<file path="src/rtl/hc595_rx_monitor.sv">
// Receiver for the 3-wire 74HC595 display link: oversamples sclk/rclk/dio,
// rebuilds each latched frame and keeps a per-digit shadow of the display.
//
// state | meaning
// ------+-------------------------------------------------
// IDLE  | no bits shifted since the last latch or reset
// SHIFT | 1..FRAME_BITS bits shifted
// OVER  | more than FRAME_BITS bits shifted (595 keeps the last ones)
module hc595_rx_monitor #(
    parameter int SYNC_STAGES = 2,
    parameter int FRAME_BITS  = 16,
    parameter int NUM_DIGITS  = 8
) (
    input  logic                          clk,
    input  logic                          rst,
    input  logic                          seg_sclk,
    input  logic                          seg_rclk,
    input  logic                          seg_dio,
    output logic [FRAME_BITS-1:0]         frame_data,
    output logic                          frame_valid,
    output logic                          frame_err,
    output logic                          sel_err,
    output logic [$clog2(NUM_DIGITS)-1:0] digit_sel,
    output logic [8*NUM_DIGITS-1:0]       digit_codes
);

    localparam int IDX_W = $clog2(NUM_DIGITS);
    localparam int CNT_W = 5;
    localparam logic [CNT_W-1:0] CNT_FULL = CNT_W'(FRAME_BITS);
    localparam logic [CNT_W-1:0] CNT_MAX  = '1;

    typedef enum logic [1:0] {
        IDLE  = 2'd0,
        SHIFT = 2'd1,
        OVER  = 2'd2
    } state_t;

    state_t state_q, state_d;

    logic [SYNC_STAGES-1:0] sclk_sync_q, rclk_sync_q, dio_sync_q;
    logic                   sclk_prev_q, rclk_prev_q;
    logic                   sclk_sync, rclk_sync, dio_sync;
    logic                   sclk_rise, rclk_rise;

    logic [FRAME_BITS-1:0]  shreg;
    logic [CNT_W-1:0]       bit_cnt;

    logic [NUM_DIGITS-1:0]  sel_n, sel_act;
    logic                   sel_blank, sel_onehot, cnt_bad;
    logic [IDX_W-1:0]       sel_idx;
    logic [7:0]             code_byte;

    // dio goes through the same depth as sclk so the sampled bit lines up
    // with the detected sclk edge; it needs no edge flop of its own.
    always_ff @(posedge clk) begin
        if (rst) begin
            sclk_sync_q <= '0;
            rclk_sync_q <= '0;
            dio_sync_q  <= '0;
            sclk_prev_q <= 1'b0;
            rclk_prev_q <= 1'b0;
        end else begin
            sclk_sync_q <= {sclk_sync_q[SYNC_STAGES-2:0], seg_sclk};
            rclk_sync_q <= {rclk_sync_q[SYNC_STAGES-2:0], seg_rclk};
            dio_sync_q  <= {dio_sync_q[SYNC_STAGES-2:0], seg_dio};
            sclk_prev_q <= sclk_sync;
            rclk_prev_q <= rclk_sync;
        end
    end

    assign sclk_sync = sclk_sync_q[SYNC_STAGES-1];
    assign rclk_sync = rclk_sync_q[SYNC_STAGES-1];
    assign dio_sync  = dio_sync_q[SYNC_STAGES-1];
    assign sclk_rise = sclk_sync & ~sclk_prev_q;
    assign rclk_rise = rclk_sync & ~rclk_prev_q;

    always_ff @(posedge clk) begin
        if (rst) begin
            state_q <= IDLE;
        end else begin
            state_q <= state_d;
        end
    end

    always_comb begin
        state_d = state_q;
        if (rclk_rise) begin
            state_d = sclk_rise ? SHIFT : IDLE;
        end else if (sclk_rise) begin
            case (state_q)
                IDLE:    state_d = SHIFT;
                SHIFT:   state_d = (bit_cnt == CNT_FULL) ? OVER : SHIFT;
                OVER:    state_d = OVER;
                default: state_d = IDLE;
            endcase
        end
    end

    // A coincident latch captures the pre-shift register, so the new bit
    // becomes the first bit of the next frame.
    always_ff @(posedge clk) begin
        if (rst) begin
            shreg   <= '0;
            bit_cnt <= '0;
        end else begin
            if (sclk_rise) begin
                shreg <= {shreg[FRAME_BITS-2:0], dio_sync};
            end
            if (rclk_rise) begin
                bit_cnt <= sclk_rise ? CNT_W'(1) : '0;
            end else if (sclk_rise && bit_cnt != CNT_MAX) begin
                bit_cnt <= bit_cnt + 1'b1;
            end
        end
    end

    always_comb begin
        sel_n      = shreg[NUM_DIGITS-1:0];
        sel_act    = ~sel_n;
        sel_blank  = (sel_n == '1);
        sel_onehot = (sel_act != '0) && ((sel_act & (sel_act - 1'b1)) == '0);
        code_byte  = shreg[FRAME_BITS-1 -: 8];
        cnt_bad    = (bit_cnt != CNT_FULL);
        sel_idx    = '0;
        for (int i = 0; i < NUM_DIGITS; i++) begin
            if (sel_act[i]) begin
                sel_idx = i[IDX_W-1:0];
            end
        end
    end

    always_ff @(posedge clk) begin
        if (rst) begin
            frame_data  <= '0;
            frame_valid <= 1'b0;
            frame_err   <= 1'b0;
            sel_err     <= 1'b0;
            digit_sel   <= '0;
            digit_codes <= '1;
        end else begin
            frame_valid <= rclk_rise;
            frame_err   <= rclk_rise & cnt_bad;
            sel_err     <= rclk_rise & ~cnt_bad & ~sel_blank & ~sel_onehot;
            if (rclk_rise) begin
                frame_data <= shreg;
                if (!cnt_bad && sel_onehot) begin
                    digit_codes[8*sel_idx +: 8] <= code_byte;
                    digit_sel                   <= sel_idx;
                end
            end
        end
    end

endmodule

</file>
<file path="config.mk">
export PLATFORM = sky130hd
export DESIGN_NAME = hc595_rx_monitor
export DESIGN_NICKNAME = d
export VERILOG_FILES = /design/src/rtl/hc595_rx_monitor.sv
export SDC_FILE = /design/constraint.sdc
export NUM_CORES = 1
export LEC_CHECK = 0
export ABC_AREA = 1
export CAP_MARGIN = 25
export CORE_ASPECT_RATIO = 0.9
export CORE_MARGIN = 5
export CORE_UTILIZATION = 46
export DETAILED_ROUTE_END_ITERATION = 8
export GPL_ROUTABILITY_DRIVEN = 0
export PLACE_DENSITY = 0.78
export SLEW_MARGIN = 20
export SYNTH_ARGS = -nofsm -noshare
export SYNTH_HDL_FRONTEND = slang
export SYNTH_SLANG_ARGS = --single-unit
</file>
<file path="constraint.sdc">
create_clock -name clk -period 2.5 [get_ports clk]
set_input_delay 0.5 -clock clk [delete_from_list [all_inputs] [get_ports clk]]
set_output_delay 0.5 -clock clk [all_outputs]
set_load 0.01 [all_outputs]
</file>
==> results.yml, run 1 <==
synth:
  synthCells: 592
  synth_area_um2: 4550
  synth.area.top_cells: "dfxtp_1 51%, nand2_1 11%, nand3_1 9.8%, nor2_1 4.5%, o21ai_0 4.2%"
  ys_warn_count: 0
  postSynthNetCount: 603
  ys_seq_area_share_pct: 50.6
  synth_cell_types: 30
  synth_top_area_share_pct: 50.6
  synth-seq-cells: 115
  avgSynthCellArea_um2: 7.68
  synth.largest_area_cell: "dfxtp_1"
setup_path:
  crit_path_end_kind: "flip-flop"
  crit_buf_inv: 1
  crit_fanout: 10
  cp.required_ns: 2.87
  crit_path_max_incr_delay_ns: 0.42
  arrival_ns: 2.70
  timing.rr.start: "shreg[3]"
  crit_type: "flip-flop to flip-flop"
  timing.rr.end: "digit_codes[56]"
  crit_chain: "nand2_2, a21oi_1, ha_1, inv_1, nand2_1, nor2_8, nand2_2, nand2_1, nand3_1"
  cp_slowest_cell: "dfxtp_1"
  r2r_setup_slack_ns: 0.17
  rr_worst_depth: 9
  critPathLaunchType: "flip-flop"
  crit_family: "simple AND/OR/NAND/NOR gates"
route:
  vias: 4396
  dr.first_iter.drc_count: 380
  wl_um: 12600
  post_drt_wl_per_cell_um: 15.3
  via_per_inst: 5.33
  remaining_drc_errors: 0
  ant_nets: 0
  drtPass1Iterations: 5
power:
  p_leak_nw: 2.71
  p_per_area_nw_per_um2: 716
  vdd_drop_max_uv: 418
floorplanning:
  io_pins: 91
  start_util_pct: 47.1
  coreArea_um2: 9660
  die_w_um: 115
  die_y_um: 104
  die-area_um2: 12000
  row_count: 34
timing:
  slew_headroom_pct: 70.0
  fmax_mhz: 430
  period_share_pct: 93.0
  worst_slew_pin_slew_ns: 0.449
  final_max_slew_viol_count: 0
  clock_skew_ns: 0.00666
  hold_viol: 0
  period_minus_slack_ns: 2.33
  setup_tns_ns: 0
  setup_viol: 0
  holdWs_ns: 0.401
  rsz0062_at_grt: "false"
global_routing:
  track_usage_pct: 20.8
  grt_pass1_vias: 4159
  grt_first_pass_wirelength_um: 20100
  overflow: 0
  antenna_found_initial: 0
  grt_max_degree: 57
cts:
  h-tree-depth: 4
  ctsRootBufferMaster: "clkbuf_8"
  cts_buffer_depth: 2
  cts_buffers: 17
  clock_sink_count: 115
  clk_pin_slew_ns: 0.05
  postCtsHoldBufs: 0
  cts_tree: "done"
  insertion_delay_ns: 0.51
place:
  hpwlAfterDp_um: 8590
  portBuffers: 90
  placed_cell_area_um2: 5580
layout:
  syn_to_final_growth_pct: 36.3
  fillers: 815
  postLayoutCellArea_um2: 6200
  seqCellArea_um2: 2300
  antenna_cells: 0
  multi_input_area_um2: 1960
  nets: 701
  drive_above_1_share_pct: 10.6
flow_run:
  cap_violations: 0
worst_hold_path:
  whs_endpoint: "sclk_sync_q[1]"
  whs_path_depth: 2
  hold_class: "flip-flop to flip-flop"
  min_from: "sclk_sync_q[0]"
outcome:
  status: "completed"
==> flip-flops by register name, summed over array words and instances, names as in the netlist <==
name         cells
frame_valid      1
shreg           16
sel_err          1
frame_err        1
digit_sel        3
dio_sync_q       2
digit_codes     64
frame_data      16
sclk_prev_q      1
bit_cnt          5
sclk_sync_q      2
rclk_sync_q      2
rclk_prev_q      1
==> power by group <==
part / internal (mW) / leakage (nW) / switching (mW)
clock: 1.62 / 0.292 / 0.767
combinational: 0.0478 / 1.49 / 0.122
sequential: 1.86 / 0.933 / 0.0180
total: 3.53 / 2.71 / 0.907
==> cells by family (layout without fill, tap and decap cells) <==
kind of cell	count (synthesis)	count (layout)	synth area share [%]
flops	115	115	50.6
fa+ha+maj	6	6	1.65
buf+inv	71	178	6.44
compound gates	73	73	8.23
simple gates	327	327	33.1
==> worst max path at each step <==
stage | end | slack (ns) | start | cells after the start
after CTS | digit_codes[56] | 0.009 | shreg[2] | 13
final | digit_codes[56] | 0.17 | shreg[3] | 9
after global routing | digit_codes[56] | 0.05 | shreg[3] | 10
after global placement | digit_codes[58] | 0.20 | shreg[2] | 13
after detailed placement | digit_codes[62] | 0.06 | shreg[2] | 13
after floorplan | digit_codes[61] | 0.001 | shreg[2] | 15
==> area by class of cell <==
type                    instances  share of cell area, %
repair buffers                105                   16.5
inverters                      45                   2.76
well taps                     126                   2.54
clock buffers                  23                   7.85
multi-input cells             406                   31.5
flip-flops and latches        115                   37.1
clock inverters                 5                   1.61
==> what timing repair did <==
action	4_1_cts	5_1_grt
setup endpoints to repair	0	32
gates resized for setup	0	4
setup buffers	0	4
==> placed cells by master (no fill, tap or decap), types with 2 or more instances in the layout <==
cell | netlist | final
buf_4 | 2 | 14
nor2_1 | 54 | 54
inv_1 | 37 | 36
dfxtp_1 | 115 | 114
clkinv_2 | 0 | 2
o21ai_0 | 38 | 38
inv_2 | 7 | 6
nand2_1 | 139 | 139
clkdlybuf4s50_1 | 0 | 90
o21ai_1 | 2 | 2
clkbuf_16 | 0 | 16
nand3_2 | 3 | 3
nand3_1 | 89 | 89
clkbuf_8 | 0 | 6
ha_1 | 6 | 5
nor3_1 | 4 | 4
nand4_1 | 16 | 16
clkinv_1 | 1 | 2
a21oi_1 | 30 | 30
nor2_4 | 3 | 3
nor2_2 | 8 | 8
bufinv_16 | 0 | 3
nand2_2 | 6 | 6
==> per-layer routing <==
layer | routed length [um] | GRT usage, % | share of wire (%) | up-vias
met5 | 0 | 0 | 0 | -
li1 | - | - | - | 2148
met1 | 5560 | 27.0 | 44 | 2048
met4 | 227 | 7.88 | 1.8 | 0
met2 | 5930 | 33.4 | 47 | 177
met3 | 875 | 4.94 | 6.9 | 23
==> synthesized netlist by cell type <==
master	number
nand2_1	139
dfxtp_1	115
nand3_1	89
nor2_1	54
o21ai_0	38
inv_1	37
a21oi_1	30
clkbuf_1	17
nand4_1	16
nor2_2	8
inv_2	7
ha_1	6
nand2_2	6
nor3_1	4
buf_2	3
nand3_2	3
nor2_4	3
buf_1	2
buf_4	2
buf_6	2
o21ai_1	2
a211oi_1	1
a41oi_1	1
and2_1	1
clkinv_1	1
nand3_4	1
nand4_2	1
nor2_8	1
nor4_1	1
o211ai_1	1
==> per-stage QoR <==
step	std cells	power, mW	utilization (%)	setup WS (ns)
after floorplan	592	2.02	-	0.00124
after global placement	793	2.07	57.8	0.197
after detailed placement	793	2.08	57.8	0.0615
after CTS	821	4.46	63.8	0.00906
after global routing	825	4.57	64.2	0.0484
final	825	4.44	64.2	0.174
==> worst min-delay path, stage by stage (launching register included) <==
cell,delay (ns)
dfxtp_1,0.29
inv_1,0.04
nor2_1,0.03
Note: power is estimated with default switching activity, not from simulation.
==> inputs of run 2 (changes only) <==
--- a/config.mk
+++ b/config.mk
@@ -6,12 +6,14 @@
 export NUM_CORES = 1
 export LEC_CHECK = 0
 export ABC_AREA = 1
+export ABC_CLOCK_PERIOD_IN_PS = 2500
 export CAP_MARGIN = 25
 export CORE_ASPECT_RATIO = 0.9
 export CORE_MARGIN = 5
 export CORE_UTILIZATION = 46
 export DETAILED_ROUTE_END_ITERATION = 8
 export GPL_ROUTABILITY_DRIVEN = 0
+export HOLD_SLACK_MARGIN = 0.12
 export PLACE_DENSITY = 0.78
 export SLEW_MARGIN = 20
 export SYNTH_ARGS = -nofsm -noshare
==> results of run 2 <==
Final layout, timing and power as in run 1 (identical DEF).
==> inputs of run 3 (changes only) <==
--- a/config.mk
+++ b/config.mk
@@ -6,15 +6,15 @@
 export NUM_CORES = 1
 export LEC_CHECK = 0
 export ABC_AREA = 1
-export ABC_CLOCK_PERIOD_IN_PS = 2500
+export ABC_CLOCK_PERIOD_IN_PS = 2400
 export CAP_MARGIN = 25
 export CORE_ASPECT_RATIO = 0.9
 export CORE_MARGIN = 5
-export CORE_UTILIZATION = 46
+export CORE_UTILIZATION = 51
 export DETAILED_ROUTE_END_ITERATION = 8
 export GPL_ROUTABILITY_DRIVEN = 0
 export HOLD_SLACK_MARGIN = 0.12
-export PLACE_DENSITY = 0.78
+export PLACE_DENSITY = 0.82
 export SLEW_MARGIN = 20
 export SYNTH_ARGS = -nofsm -noshare
 export SYNTH_HDL_FRONTEND = slang
==> constraint.sdc (replaced) <==
create_clock -name clk -period 2.4 [get_ports clk]
set_input_delay 0.48 -clock clk [delete_from_list [all_inputs] [get_ports clk]]
set_output_delay 0.48 -clock clk [all_outputs]
set_load 0.01 [all_outputs]
==> run 3 against run 2 <==
Compared with the run above: cell count shrank 0.24%; setup slack lost 0.0042 ns; clock-buffer cell count is the same; highest routed layer unchanged; routed wire length shrank 0.30%; core utilization grew 7.8 points; critical endpoint unchanged; non-clock buffer count grew 1.
==> results.yml, run 3 (synthesis gave the netlist of run 1 again) <==
outcome:
  status: "completed"
layout:
  antenna_cells: 0
  post-route-util_pct: 72.1
  regMostFlops: "digit_codes"
  layout_commonest_cell: "nand2_1"
  syn_to_final_growth_pct: 37.0
  largest_reg_flops: 64
  final_cells: 823
  layout_common_cells: "138 x nand2_1, 114 x dfxtp_1, 90 x clkdlybuf4s50_1"
  nets: 702
  drive_above_1_share_pct: 11.8
  reg_top3: "digit_codes: 64 flops, frame_data: 16 flops, shreg: 16 flops"
setup_path:
  crit_type: "flip-flop to flip-flop"
  cp.required_ns: 2.79
  crit_path_end_kind: "flip-flop"
  worstSetupStartpoint: "shreg[3]"
  rr_worst_depth: 10
  timing.rr.start: "shreg[3]"
  arrival_ns: 2.62
  critPathLaunchType: "flip-flop"
  crit_path_end: "digit_codes[56]"
  timing.rr.end: "digit_codes[56]"
  crit_fanout: 9
  r2r_setup_slack_ns: 0.17
timing:
  period_minus_slack_ns: 2.23
  setup_viol: 0
  hold_viol: 0
  setup_tns_ns: 0
  worst_slew_pin_slew_ns: 0.489
  final_max_slew_viol_count: 0
  slew_headroom_pct: 67.4
  period_share_pct: 92.9
  holdWs_ns: 0.405
  fmax_mhz: 448
  clock_skew_ns: 0.00463
  rsz0062_at_grt: "false"
floorplanning:
  die_y_um: 99.6
  row_count: 32
  die-area_um2: 10900
  start_util_pct: 52.6
  die_w_um: 110
  coreArea_um2: 8650
  io_pins: 91
place:
  dp.cells: 787
  portBuffers: 90
  hpwlAfterDp_um: 8680
route:
  via_per_inst: 5.50
  dr.first_iter.drc_count: 306
  ant_nets: 0
  vias: 4528
  post_drt_wl_per_cell_um: 15.3
  wl_um: 12600
  drtPass1Iterations: 5
  remaining_drc_errors: 0
power:
  p_total_mw: 4.68
  combPwrFrac_pct: 3.8
  p_per_area_nw_per_um2: 751
  vdd_drop_max_uv: 461
  p_int_mw: 3.70
  p_leak_nw: 2.73
  switchingPower_uw: 987
  clockPowerShare_pct: 54.5
  p_sw_share_pct: 21.1
  seqPwrFrac_pct: 41.7
flow_run:
  cap_violations: 0
global_routing:
  grt_max_degree: 65
  grt_pass1_vias: 4214
  track_usage_pct: 23.7
  antenna_found_initial: 0
  overflow: 0
  grt_first_pass_wirelength_um: 20300
worst_hold_path:
  hold_class: "flip-flop to flip-flop"
cts:
  cts_tree: "done"
  ctsRootBufferMaster: "clkbuf_8"
  h-tree-depth: 4
  insertion_delay_ns: 0.53
  clk_pin_slew_ns: 0.05
  cts_buffers: 17
  cts_buffer_depth: 2
  clock_sink_count: 115
## run 3: final cells by class
cell class,instances,area (um2)
fillers,669,2420
flip-flops and latches,115,2300
multi-input cells,406,1960
repair buffers,106,1030
clock buffers,23,487
inverters,45,171
well taps,119,149
clock inverters,9,125
## run 3: metal layers
metal | track usage [%] | wire length, um | part of all wire [%] | up-vias
li1 | - | - | - | 2155
met1 | 30.1 | 5220 | 42 | 2084
met2 | 37.1 | 5890 | 47 | 246
met3 | 7.07 | 1160 | 9.2 | 43
met4 | 10.4 | 294 | 2.3 | 0
met5 | 0 | 0 | 0 | -
## run 3: per-stage QoR
| stage | setup WS, ns | instance area [um2] |
|---|---|---|
| 2_1_floorplan | 0.0308 | 4550 |
| 3_3_place_gp | 0.240 | 5580 |
| 3_5_place_dp | 0.127 | 5580 |
| 4_1_cts | 0.0717 | 6190 |
| 5_1_grt | 0.0160 | 6230 |
| 6_report | 0.170 | 6230 |
## run 3: critical path, cell delays in order (launching register included)
cell and delay (ns):
dfxtp_1 0.40, nand2_2 0.11, a21oi_1 0.29, ha_1 0.21, ha_2 0.33, inv_2 0.09, nand2_2 0.11, nor2_8 0.18
nand2_2 0.17, nand2_1 0.13, nand3_1 0.09
## run 3: worst min path at each step
stage / depth (start not counted) / end / from
floorplan: 2 / dio_sync_q[1] / dio_sync_q[0]
global placement: 2 / rclk_sync_q[1] / rclk_sync_q[0]
detailed placement: 2 / dio_sync_q[1] / dio_sync_q[0]
CTS: 2 / rclk_sync_q[1] / rclk_sync_q[0]
global route: 2 / rclk_sync_q[1] / rclk_sync_q[0]
finish: 2 / sclk_sync_q[1] / sclk_sync_q[0]
## run 3: power groups by stage
| stage | sequential (mW) | combinational, mW | clock (mW) |
|---|---|---|---|
| finish | 1.95 | 0.176 | 2.55 |
| global route | 1.96 | 0.194 | 2.66 |
| CTS | 1.95 | 0.172 | 2.56 |
| detailed placement | 1.99 | 0.171 | 0 |
| global placement | 1.99 | 0.165 | 0 |
| floorplan | 1.99 | 0.113 | 0 |
## run 3: what timing repair did
item / in CTS / in global routing
hold buffers: 0 / 0
gates resized for setup: 0 / 4
endpoints found under the setup margin: 0 / 51
buffers inserted: 0 / 4
